`src/rtl/serial_comparator_if.sv`:
```
// rtl/serial_comparator_if.sv - start/busy/done request bus of the bit-serial comparator
interface serial_comparator_if #(
  parameter int WIDTH = 8
);
  logic             start;
  logic [WIDTH-1:0] a;
  logic [WIDTH-1:0] b;
  logic             busy;
  logic             done;
  logic [1:0]       out;

  modport master (
    output start, a, b,
    input  busy, done, out
  );

  modport slave (
    input  start, a, b,
    output busy, done, out
  );
endinterface

```
`src/rtl/serial_comparator.sv`:
```
// rtl/serial_comparator.sv - MSB-first bit-serial unsigned magnitude comparator, out = {eq, gt}
// Optional SERIAL_COMPARATOR_EARLY_EXIT_EN: finish on the first differing bit instead of after WIDTH bits.
module serial_comparator #(
  parameter int WIDTH = 8
) (
  input  logic              clk,
  input  logic              rst_n,
  serial_comparator_if.slave bus
);
  localparam int CW = $clog2(WIDTH);

  generate
    if (WIDTH < 2 || WIDTH > 64) begin : g_bad_width
      $error("serial_comparator: WIDTH must be in 2..64");
    end
  endgenerate

  typedef enum logic [1:0] {
    IDLE = 2'd0,
    SCAN = 2'd1,
    DONE = 2'd2
  } state_t;

  state_t           state, state_n;
  logic [WIDTH-1:0] sa, sa_n;
  logic [WIDTH-1:0] sb, sb_n;
  logic             eq, eq_n;
  logic             gt, gt_n;
  logic [CW-1:0]    cnt, cnt_n;
  logic [1:0]       out_q, out_n;

  logic             bit_a, bit_b;
  logic             diff;
  logic             eq_step, gt_step;
  logic             scan_exit;

  always_ff @(posedge clk or negedge rst_n) begin
    if (!rst_n) begin
      state <= IDLE;
      sa    <= '0;
      sb    <= '0;
      eq    <= 1'b1;
      gt    <= 1'b0;
      cnt   <= '0;
      out_q <= 2'b00;
    end else begin
      state <= state_n;
      sa    <= sa_n;
      sb    <= sb_n;
      eq    <= eq_n;
      gt    <= gt_n;
      cnt   <= cnt_n;
      out_q <= out_n;
    end
  end

  // Only the first differing bit may change the verdict; later bits are ignored once eq drops.
  always_comb begin
    bit_a   = sa[WIDTH-1];
    bit_b   = sb[WIDTH-1];
    diff    = eq && (bit_a != bit_b);
    eq_step = eq && !diff;
    gt_step = diff ? (bit_a & ~bit_b) : gt;
`ifdef SERIAL_COMPARATOR_EARLY_EXIT_EN
    scan_exit = (cnt == '0) || diff;
`else
    scan_exit = (cnt == '0);
`endif
  end

  always_comb begin
    state_n = state;
    sa_n    = sa;
    sb_n    = sb;
    eq_n    = eq;
    gt_n    = gt;
    cnt_n   = cnt;
    out_n   = out_q;

    case (state)
      IDLE: begin
        if (bus.start) begin
          sa_n    = bus.a;
          sb_n    = bus.b;
          eq_n    = 1'b1;
          gt_n    = 1'b0;
          cnt_n   = CW'(WIDTH - 1);
          state_n = SCAN;
        end
      end

      SCAN: begin
        sa_n  = sa << 1;
        sb_n  = sb << 1;
        eq_n  = eq_step;
        gt_n  = gt_step;
        cnt_n = cnt - 1'b1;
        if (scan_exit) begin
          out_n   = {eq_step, gt_step};
          state_n = DONE;
        end
      end

      DONE: begin
        // The edge leaving DONE doubles as the next accepting edge, giving one result per WIDTH+1 cycles.
        if (bus.start) begin
          sa_n    = bus.a;
          sb_n    = bus.b;
          eq_n    = 1'b1;
          gt_n    = 1'b0;
          cnt_n   = CW'(WIDTH - 1);
          state_n = SCAN;
        end else begin
          state_n = IDLE;
        end
      end

      default: state_n = IDLE;
    endcase
  end

  assign bus.busy = (state != IDLE);
  assign bus.done = (state == DONE);
  assign bus.out  = out_q;
endmodule

```
`src/flat_wrapper.sv`:
```
// flat-port wrapper written by rule: the top's interface ports become plain ports
module serial_comparator_flat 
#(
  parameter int WIDTH = 8
)
  (clk, rst_n, bus_start, bus_a, bus_b, bus_busy, bus_done, bus_out);
  serial_comparator_if #(.WIDTH(WIDTH)) bus_i ();
  input  logic clk;
  input  logic rst_n;
  input wire logic [$bits(bus_i.start)-1:0] bus_start;
  input wire logic [$bits(bus_i.a)-1:0] bus_a;
  input wire logic [$bits(bus_i.b)-1:0] bus_b;
  output wire logic [$bits(bus_i.busy)-1:0] bus_busy;
  output wire logic [$bits(bus_i.done)-1:0] bus_done;
  output wire logic [$bits(bus_i.out)-1:0] bus_out;
  assign bus_i.start = bus_start;
  assign bus_i.a = bus_a;
  assign bus_i.b = bus_b;
  assign bus_busy = bus_i.busy;
  assign bus_done = bus_i.done;
  assign bus_out = bus_i.out;
  serial_comparator #(.WIDTH(WIDTH)) u_core (.clk(clk), .rst_n(rst_n), .bus(bus_i));
endmodule
```
`config.mk`:
```
export PLATFORM = sky130hd
export DESIGN_NAME = serial_comparator_flat
export DESIGN_NICKNAME = d
export VERILOG_FILES = /design/src/rtl/serial_comparator_if.sv /design/src/rtl/serial_comparator.sv /design/src/flat_wrapper.sv
export SDC_FILE = /design/constraint.sdc
export NUM_CORES = 1
export LEC_CHECK = 0
export BUFFER_PORTS_ARGS = -buffer_cell sky130_fd_sc_hd__buf_2
export CAP_MARGIN = 15
export CORE_MARGIN = 2
export CORE_UTILIZATION = 45
export CTS_CLUSTER_SIZE = 20
export DETAILED_ROUTE_END_ITERATION = 10
export MAX_ROUTING_LAYER = met4
export PLACE_DENSITY = 0.67
export SLEW_MARGIN = 5
export SYNTH_ARGS = -nofsm -noshare
export SYNTH_HDL_FRONTEND = slang
export SYNTH_SLANG_ARGS = --single-unit
```
`constraint.sdc`:
```
create_clock -name clk -period 4.6 [get_ports clk]
set_clock_uncertainty 0.2 [all_clocks]
set_input_delay 0.23 -clock clk [delete_from_list [all_inputs] [get_ports clk]]
set_output_delay 0.23 -clock clk [all_outputs]
set_load 0.1 [all_outputs]
```
==> impl_results.md, run 1 <==
- Syn avg cell area: 12.3 sq um
- Yosys warns: 0
- Wire length after detailed routing: 2050 um
- Xor and xnor area share after synthesis: 1.38%
- Drt wl/cell: 13.2 um
- Worst-Margin Slew: 1.03 ns
- Comb power frac: 47.3%
- Vias in the first global route: 883
- CP Data Required Time: 4.17 ns
- Core area: 0.00271 sq mm
- Distinct cells, synth: 23
- Worst Path Max Fanout: 32
- Switching fraction of total power: 39.4%
- Initial antenna violation count: 0
- Post-DRT Antenna Nets: 0
- Gr usage total: 14.7%
- Pwr/cell area: 670 mW/mm^2
- Final hold vios: 0
- Layout cell share with drive strength beyond 1: 46.8%
- Post-synthesis compound-gate area fraction: 4.63%
- # IOs: 23
- Crit end category: output port
- Post-synthesis mux area share: 28.7%
- Largest family of logic cells by synthesized area: multiplexers
- Relative slew slack: 31.6%
- # DRC: 0
- # rows: 19
- Adder-cell share of the synthesized area: 2.95%
- DP HPWL: 1490 um
- Total power draw: 953 uW
- Startpoint types: register
- Largest net degree at the start of global routing: 33
- Period utilisation layout: 53.5%
- Filler cells: 261
- Post-Synth Simple-Gate Area: 8.96%
- First DRT Iteration DRCs: 24
- Internal Pwr Total: 578 uW
- Clk slew on worst S/H paths: 0.14 ns
- CTS tree: built
- Worst skew pair latency: 0.31 ns
- Worst vdd ir: 363 uV
- CTS buffer count: 3
- R2r worst-path depth: 3
- Sequential area share after synthesis: 49.3%
- Most common cell after layout, fill and taps aside: mux2_2
- R2R setup slack: 2.38 ns
- R2R Path End: u_core.sb[5]
- Flop pwr share: 42.3%
- GP Congestion: 0.706
- Setup TNS: 0 ns
- Starting Density: 46.9%
- LEAKAGE: 0.681 nW
- Synthesized area: 0.00127 sq mm
- Final setup viols: 0
- CTS max path bufs: 2
- TritonRoute pass-1 iters: 4
- Post-synth net total: 125
- Total grt overflow: 0
- IO Port Bufs: 22
- Root buf cell: clkbuf_4
- Tmin final: 2.46 ns
- Max Cap Viol: 0
- Setup crit end: bus_busy
- Run status: finished clean
- Crit path DAT: 2.03 ns
- ANT cells: 0
- PostCTS Resize Cnt: 0
- Max-slew violations: 0
- RSZ-0062 raised after global routing: false
- First-pass GRT wire length: 3740 um
- Critical path class: register to output port
- Die X: 57.2 um
- Commonest cells after routing, fill and taps aside: 28 x mux2_2, 24 x dfrtp_1, 22 x buf_2
- Clk pwr share: 10.3%
- Worst R2R Start: u_core.state[0]
- Routed via count: 826
- Post-Syn Instances: 103
- Area delta synth->final: 12.0%
- #FFs+latches synth: 25
- Die Area: 0.00327 sq mm
- HP Class: input pin to register
- Final nets: 147
- Fmax: 406 MHz
- Clock sink total: 25
- Die Height: 57.2 um
- Critical Path Start: u_core.state[0]
- H-tree depth: 1
- Switching power of the nets: 375 uW
- Via density: 5.33
## registers in the layout (all words and copies together), names as in the netlist
| name | cells |
|---|---|
| u_core.bus.out | 2 |
| u_core.cnt | 3 |
| u_core.eq | 1 |
| u_core.gt | 1 |
| u_core.sa | 8 |
| u_core.sb | 8 |
| u_core.state | 2 |
## worst max-delay path: stages (launching register included)
cell and delay, ns:
dfrtp_1 1.04, or2_2 0.25, buf_2 0.42
## per-stage QoR
step / hold slack (ns) / worst slack (ns) / util (%) / cell area [sq um] / cells
2_1_floorplan: -0.266 / 2.26 / - / 1270 / 103
3_3_place_gp: 0.0458 / 2.41 / 51.1 / 1380 / 150
3_5_place_dp: 0.0601 / 2.36 / 51.1 / 1380 / 150
4_1_cts: 0.0138 / 2.11 / 52.5 / 1420 / 155
5_1_grt: 0.0251 / 1.99 / 52.5 / 1420 / 155
6_report: 0.0194 / 2.14 / 52.5 / 1420 / 155
## final cells by class
class / instances / area (sq um) / share of cell area [%]
clock inverter: 1 / 7.51 / 0.527
multi-input combinational: 68 / 593 / 41.7
tap: 31 / 38.8 / 2.72
inverter: 4 / 15.0 / 1.05
timing repair buffer: 23 / 120 / 8.44
sequential: 25 / 627 / 44.0
clock buffer: 3 / 22.5 / 1.58
## repair_timing
item	CTS	global route
buffers inserted	0	0
endpoints found under the hold margin	24	0
hold buffers	1	0
## kinds of logic after synthesis
| kind of cell | Yosys count |
|---|---|
| AND/OR/NAND/NOR | 19 |
| AO/OA/AOI/OAI | 11 |
| multiplexers | 33 |
| XOR/XNOR | 2 |
| flip-flops | 25 |
| adder cells (fa/ha/maj) | 3 |
| buffers and inverters | 10 |
## synthesized netlist by cell type
| library cell | number | area [sq um] |
|---|---|---|
| mux2_2 | 28 | 315 |
| dfrtp_1 | 24 | 601 |
| a21oi_1 | 5 | 25.0 |
| buf_2 | 5 | 25.0 |
| mux2i_1 | 5 | 50.1 |
| o21ai_0 | 5 | 25.0 |
| inv_1 | 4 | 15.0 |
| ha_1 | 3 | 37.5 |
| nand3_1 | 3 | 15.0 |
| nor2_1 | 3 | 11.3 |
| nor2b_1 | 3 | 18.8 |
| nor3_1 | 3 | 15.0 |
| nand2b_1 | 2 | 12.5 |
| a22o_1 | 1 | 8.76 |
| and4bb_1 | 1 | 12.5 |
| buf_6 | 1 | 11.3 |
| dfstp_2 | 1 | 26.3 |
| nand2_2 | 1 | 6.26 |
| nand2b_2 | 1 | 8.76 |
| nor3b_1 | 1 | 7.51 |
| or2_2 | 1 | 6.26 |
| xnor2_1 | 1 | 8.76 |
| xor2_1 | 1 | 8.76 |
## per-layer routing
layer / routed length [um] / part of all wire, % / global-route usage [%] / up-vias
li1: - / - / - / 404
met1: 922 / 45 / 19.2 / 408
met2: 1040 / 51 / 24.3 / 12
met3: 69 / 3.4 / 2.04 / 2
met4: 16 / 0.78 / 3.99 / 0
met5: 0 / 0 / - / -
## worst min path at each step
| stage | from | endpoint | slack [ns] | cells after the start |
|---|---|---|---|---|
| after floorplan | rst_n | u_core.bus.out[0] | -0.27 | 0 |
| after global placement | rst_n | u_core.bus.out[1] | 0.05 | 1 |
| after detailed placement | rst_n | u_core.bus.out[0] | 0.06 | 1 |
| after CTS | bus_b[0] | u_core.sb[0] | 0.01 | 3 |
| after global routing | bus_b[0] | u_core.sb[0] | 0.03 | 3 |
| final | bus_b[0] | u_core.sb[0] | 0.02 | 3 |
## power groups by stage
stage | Clock [mW] | Sequential (mW) | Combinational [mW]
final | 0.0984 | 0.404 | 0.451
after global routing | 0.116 | 0.423 | 0.498
after CTS | 0.105 | 0.407 | 0.461
after floorplan | 0 | 0.424 | 0.373
after detailed placement | 0 | 0.412 | 0.459
after global placement | 0 | 0.408 | 0.439
(Power assumes the default switching activity.)
==> run 2, diff against run 1 <==
ABC_AREA = 1   (was not set)
clock period = 2.3 ns   (was 4.6 ns; I/O delays follow)
==> run 2 against run 1 <==
Effect of this change: via count increased by 32%; sequential share of layout area decreased by 4.5 points; critical path type unchanged; first-iteration DRC count increased by 17%; largest power group unchanged; flip-flop and latch count unchanged; sequential power increased by 93%.
==> impl_results.md, run 2 <==
- CP peak stage delay: 0.78 ns (-0.26 ns)
- CTS max path bufs: 2 (unchanged)
- #FFs+latches synth: 25 (unchanged)
- Count leader, synth: nand2_1
- Post-Syn Instances: 165 (+60%)
- ANT cells: 0 (unchanged)
- RSZ-0062 raised after global routing: false
- Synth area leader: dfrtp_1
- DP Area: 0.00138 sq mm (-0.63%)
- Worst Path Max Fanout: 18 (-44%)
- Max-slew violations: 0 (unchanged)
- # rows: 19 (unchanged)
- Total grt overflow: 0 (unchanged)
- Largest net degree at the start of global routing: 26 (-21%)
- Run status: finished clean
- # DRC: 0 (unchanged)
- Distinct cells, synth: 15 (-35%)
- Critical-path cell list: inv_6 > nand2_1 > buf_2
- First-pass GRT wire length: 4290 um (+15%)
- Critical path class: register to output port
- Final setup viols: 0 (unchanged)
- Routed via count: 1092 (+32%)
- CP Data Required Time: 1.99 ns (-2.18 ns)
- IO Port Bufs: 22 (unchanged)
- Syn avg cell area: 7.70 sq um (-38%)
- Period utilisation layout: 92.0%
- Biggest regs: u_core.sa (8), u_core.sb (8), u_core.cnt (3)
- Most common cell after layout, fill and taps aside: nand2_1
- Starting Density: 46.9% (about the same)
- Switching fraction of total power: 49.5% (+10 points)
- Die Height: 57.1 um (about the same)
- Post-DRT Antenna Nets: 0 (unchanged)
- # IOs: 23 (unchanged)
- Post-synth net total: 187 (+50%)
- HP Class: input pin to async pin
- Sequential area share after synthesis: 49.4% (about the same)
- Root buf cell: clkbuf_4
- DP HPWL: 1690 um (+13%)
- First DRT Iteration DRCs: 28 (+17%)
- Crit path DAT: 1.80 ns (-0.23 ns)
- Design Area, Final: 0.00159 sq mm (+11%)
- Worst-Margin Slew: 0.642 ns (-0.384 ns)
- H-tree depth: 1 (unchanged)
- Internal Pwr Total: 1.02 mW (+76%)
- Total power draw: 2.02 mW (+110%)
- Die X: 57.1 um (about the same)
- Setup Fix Bufs, Post-CTS: 0 (unchanged)
- Die Area: 0.00326 sq mm (about the same)
- Area delta synth->final: 24.8%
- Core area: 0.00271 sq mm (unchanged)
- Setup TNS: 0 ns (unchanged)
- Drt wl/cell: 10.4 um (-21%)
- Switching power of the nets: 999 uW (+170%)
- Clock sink total: 25 (unchanged)
- Commonest cells after routing, fill and taps aside: 100 x nand2_1, 24 x dfrtp_1, 22 x buf_2, 18 x dlygate4sd3_1, 12 x inv_1
- Number of synthesized flops with an enable pin: 0 (unchanged)
- Final nets: 227 (+54%)
- Main synth FF type: dfrtp_1
- Gr usage total: 17.3% (+2.6 points)
- CTS tree: built
- Vias in the first global route: 1032 (+17%)
- Slowest CP cell: dfrtp_1
- Flop pwr share: 38.5% (-3.8 points)
- Via density: 4.65 (-13%)
- CTS buffer count: 3 (unchanged)
- Crit end category: output port
- Clk slew on worst S/H paths: 0.15 ns (about the same)
- Initial antenna violation count: 0 (unchanged)
- Clk pwr share: 9.8% (-0.5 points)
- Yosys top cell area share: 47.3% (about the same)
- TritonRoute pass-1 iters: 4 (unchanged)
- Worst skew pair latency: 0.32 ns (about the same)
- Max Cap Viol: 0 (unchanged)
- Worst vdd ir: 1200 uV (+230%)
- Synthesized area: 0.00127 sq mm (about the same)
- Largest delay share family, worst path: flip-flops
- Startpoint types: register
- Worst Path Buf+Inv: 2 (+1)
- Fmax: 473 MHz
- Post-synth ARST share: 100% (unchanged)
- Final hold vios: 0 (unchanged)
- Comb power frac: 51.6% (+4.3 points)
- Tmin final: 2.12 ns
- GP Congestion: 0.752 (+6.4%)
- Yosys warns: 0 (unchanged)
- Synth area leaders: dfrtp_1 47%, nand2_1 30%, inv_1 3.5%
- Commonest cells in the netlist: 100 x nand2_1, 24 x dfrtp_1, 12 x inv_1
- Layout cell share with drive strength beyond 1: 15.7% (-31 points)
- LEAKAGE: 0.898 nW (+32%)
- Relative slew slack: 57.2% (+26 points)
- Wire length after detailed routing: 2440 um (+19%)
- Pwr/cell area: 1270 mW/mm^2 (+90%)
## run 2: cell count changes after synthesis, sizes merged, moves of 2 or more
cell and delta:
nor3 -3, nor2b -3, nand2b -3, inv +10
mux2i -5, o21ai +2, nand3 +2, nand2 +102
a21oi -5, mux2 -28
## run 2: cell type report
cell class,count,area (sq um)
fill,264,1120
sequential,25,627
multi-input combinational,121,539
timing repair buffer,40,290
inverter,14,60.1
tap,31,38.8
clock buffer,3,22.5
clock inverter,1,7.51
## run 2: cells by family after synthesis
| logic type | share of synthesized area, % |
|---|---|
| AOI/OAI and AO/OA | 3.35 |
| adders and majority gates | 2.96 |
| buffers and inverters | 8.18 |
| and+or+nand+nor | 36.2 |
| DFF | 49.4 |
## run 2: final timing paths
check	start	end	slack, ns	cells past startpoint
max in group asynchronous	rst_n	u_core.sa[0]	1.43	2
max	u_core.state[0]	bus_busy	0.18	3
min in group clk	u_core.sa[2]	u_core.sa[2]	0.29	2
max reg2reg	u_core.state[0]	u_core.sb[4]	0.54	6
min	rst_n	u_core.sa[3]	0.09	2
min reg2reg	u_core.sa[2]	u_core.sa[2]	0.29	2
## run 2: timing repair
item | in CTS | in global routing
endpoints found under the hold margin | 45 | 0
resized for setup | 0 | 0
endpoints found under the setup margin | 0 | 0
hold buffers | 18 | 0
## run 2: power groups by stage
| stage | sequential (mW) | combinational [mW] | clock, mW |
|---|---|---|---|
| after CTS | 0.778 | 1.06 | 0.208 |
| after detailed placement | 0.787 | 1.03 | 0 |
| after global placement | 0.780 | 1.00 | 0 |
| final | 0.778 | 1.04 | 0.198 |
| after floorplan | 0.832 | 0.835 | 0 |
| after global routing | 0.800 | 1.20 | 0.219 |
## run 2: stage by stage
stage,util (%),cells,setup WS [ns],hold slack (ns)
after detailed placement,50.7,213,0.563,-0.0623
final,58.5,235,0.184,0.0925
after floorplan,-,165,0.0598,-0.381
after CTS,58.5,235,0.174,0.102
after global routing,58.5,235,0.105,0.134
after global placement,50.7,213,0.585,-0.0638
## run 2: metal layers
metal / part of all wire [%] / vias to the layer above / track usage, %
met3: 2.7 / 4 / 2.04
met4: 1.6 / 0 / 5.98
li1: - / 572 / -
met5: 0 / - / -
met1: 51 / 500 / 22.4
met2: 45 / 16 / 28.4
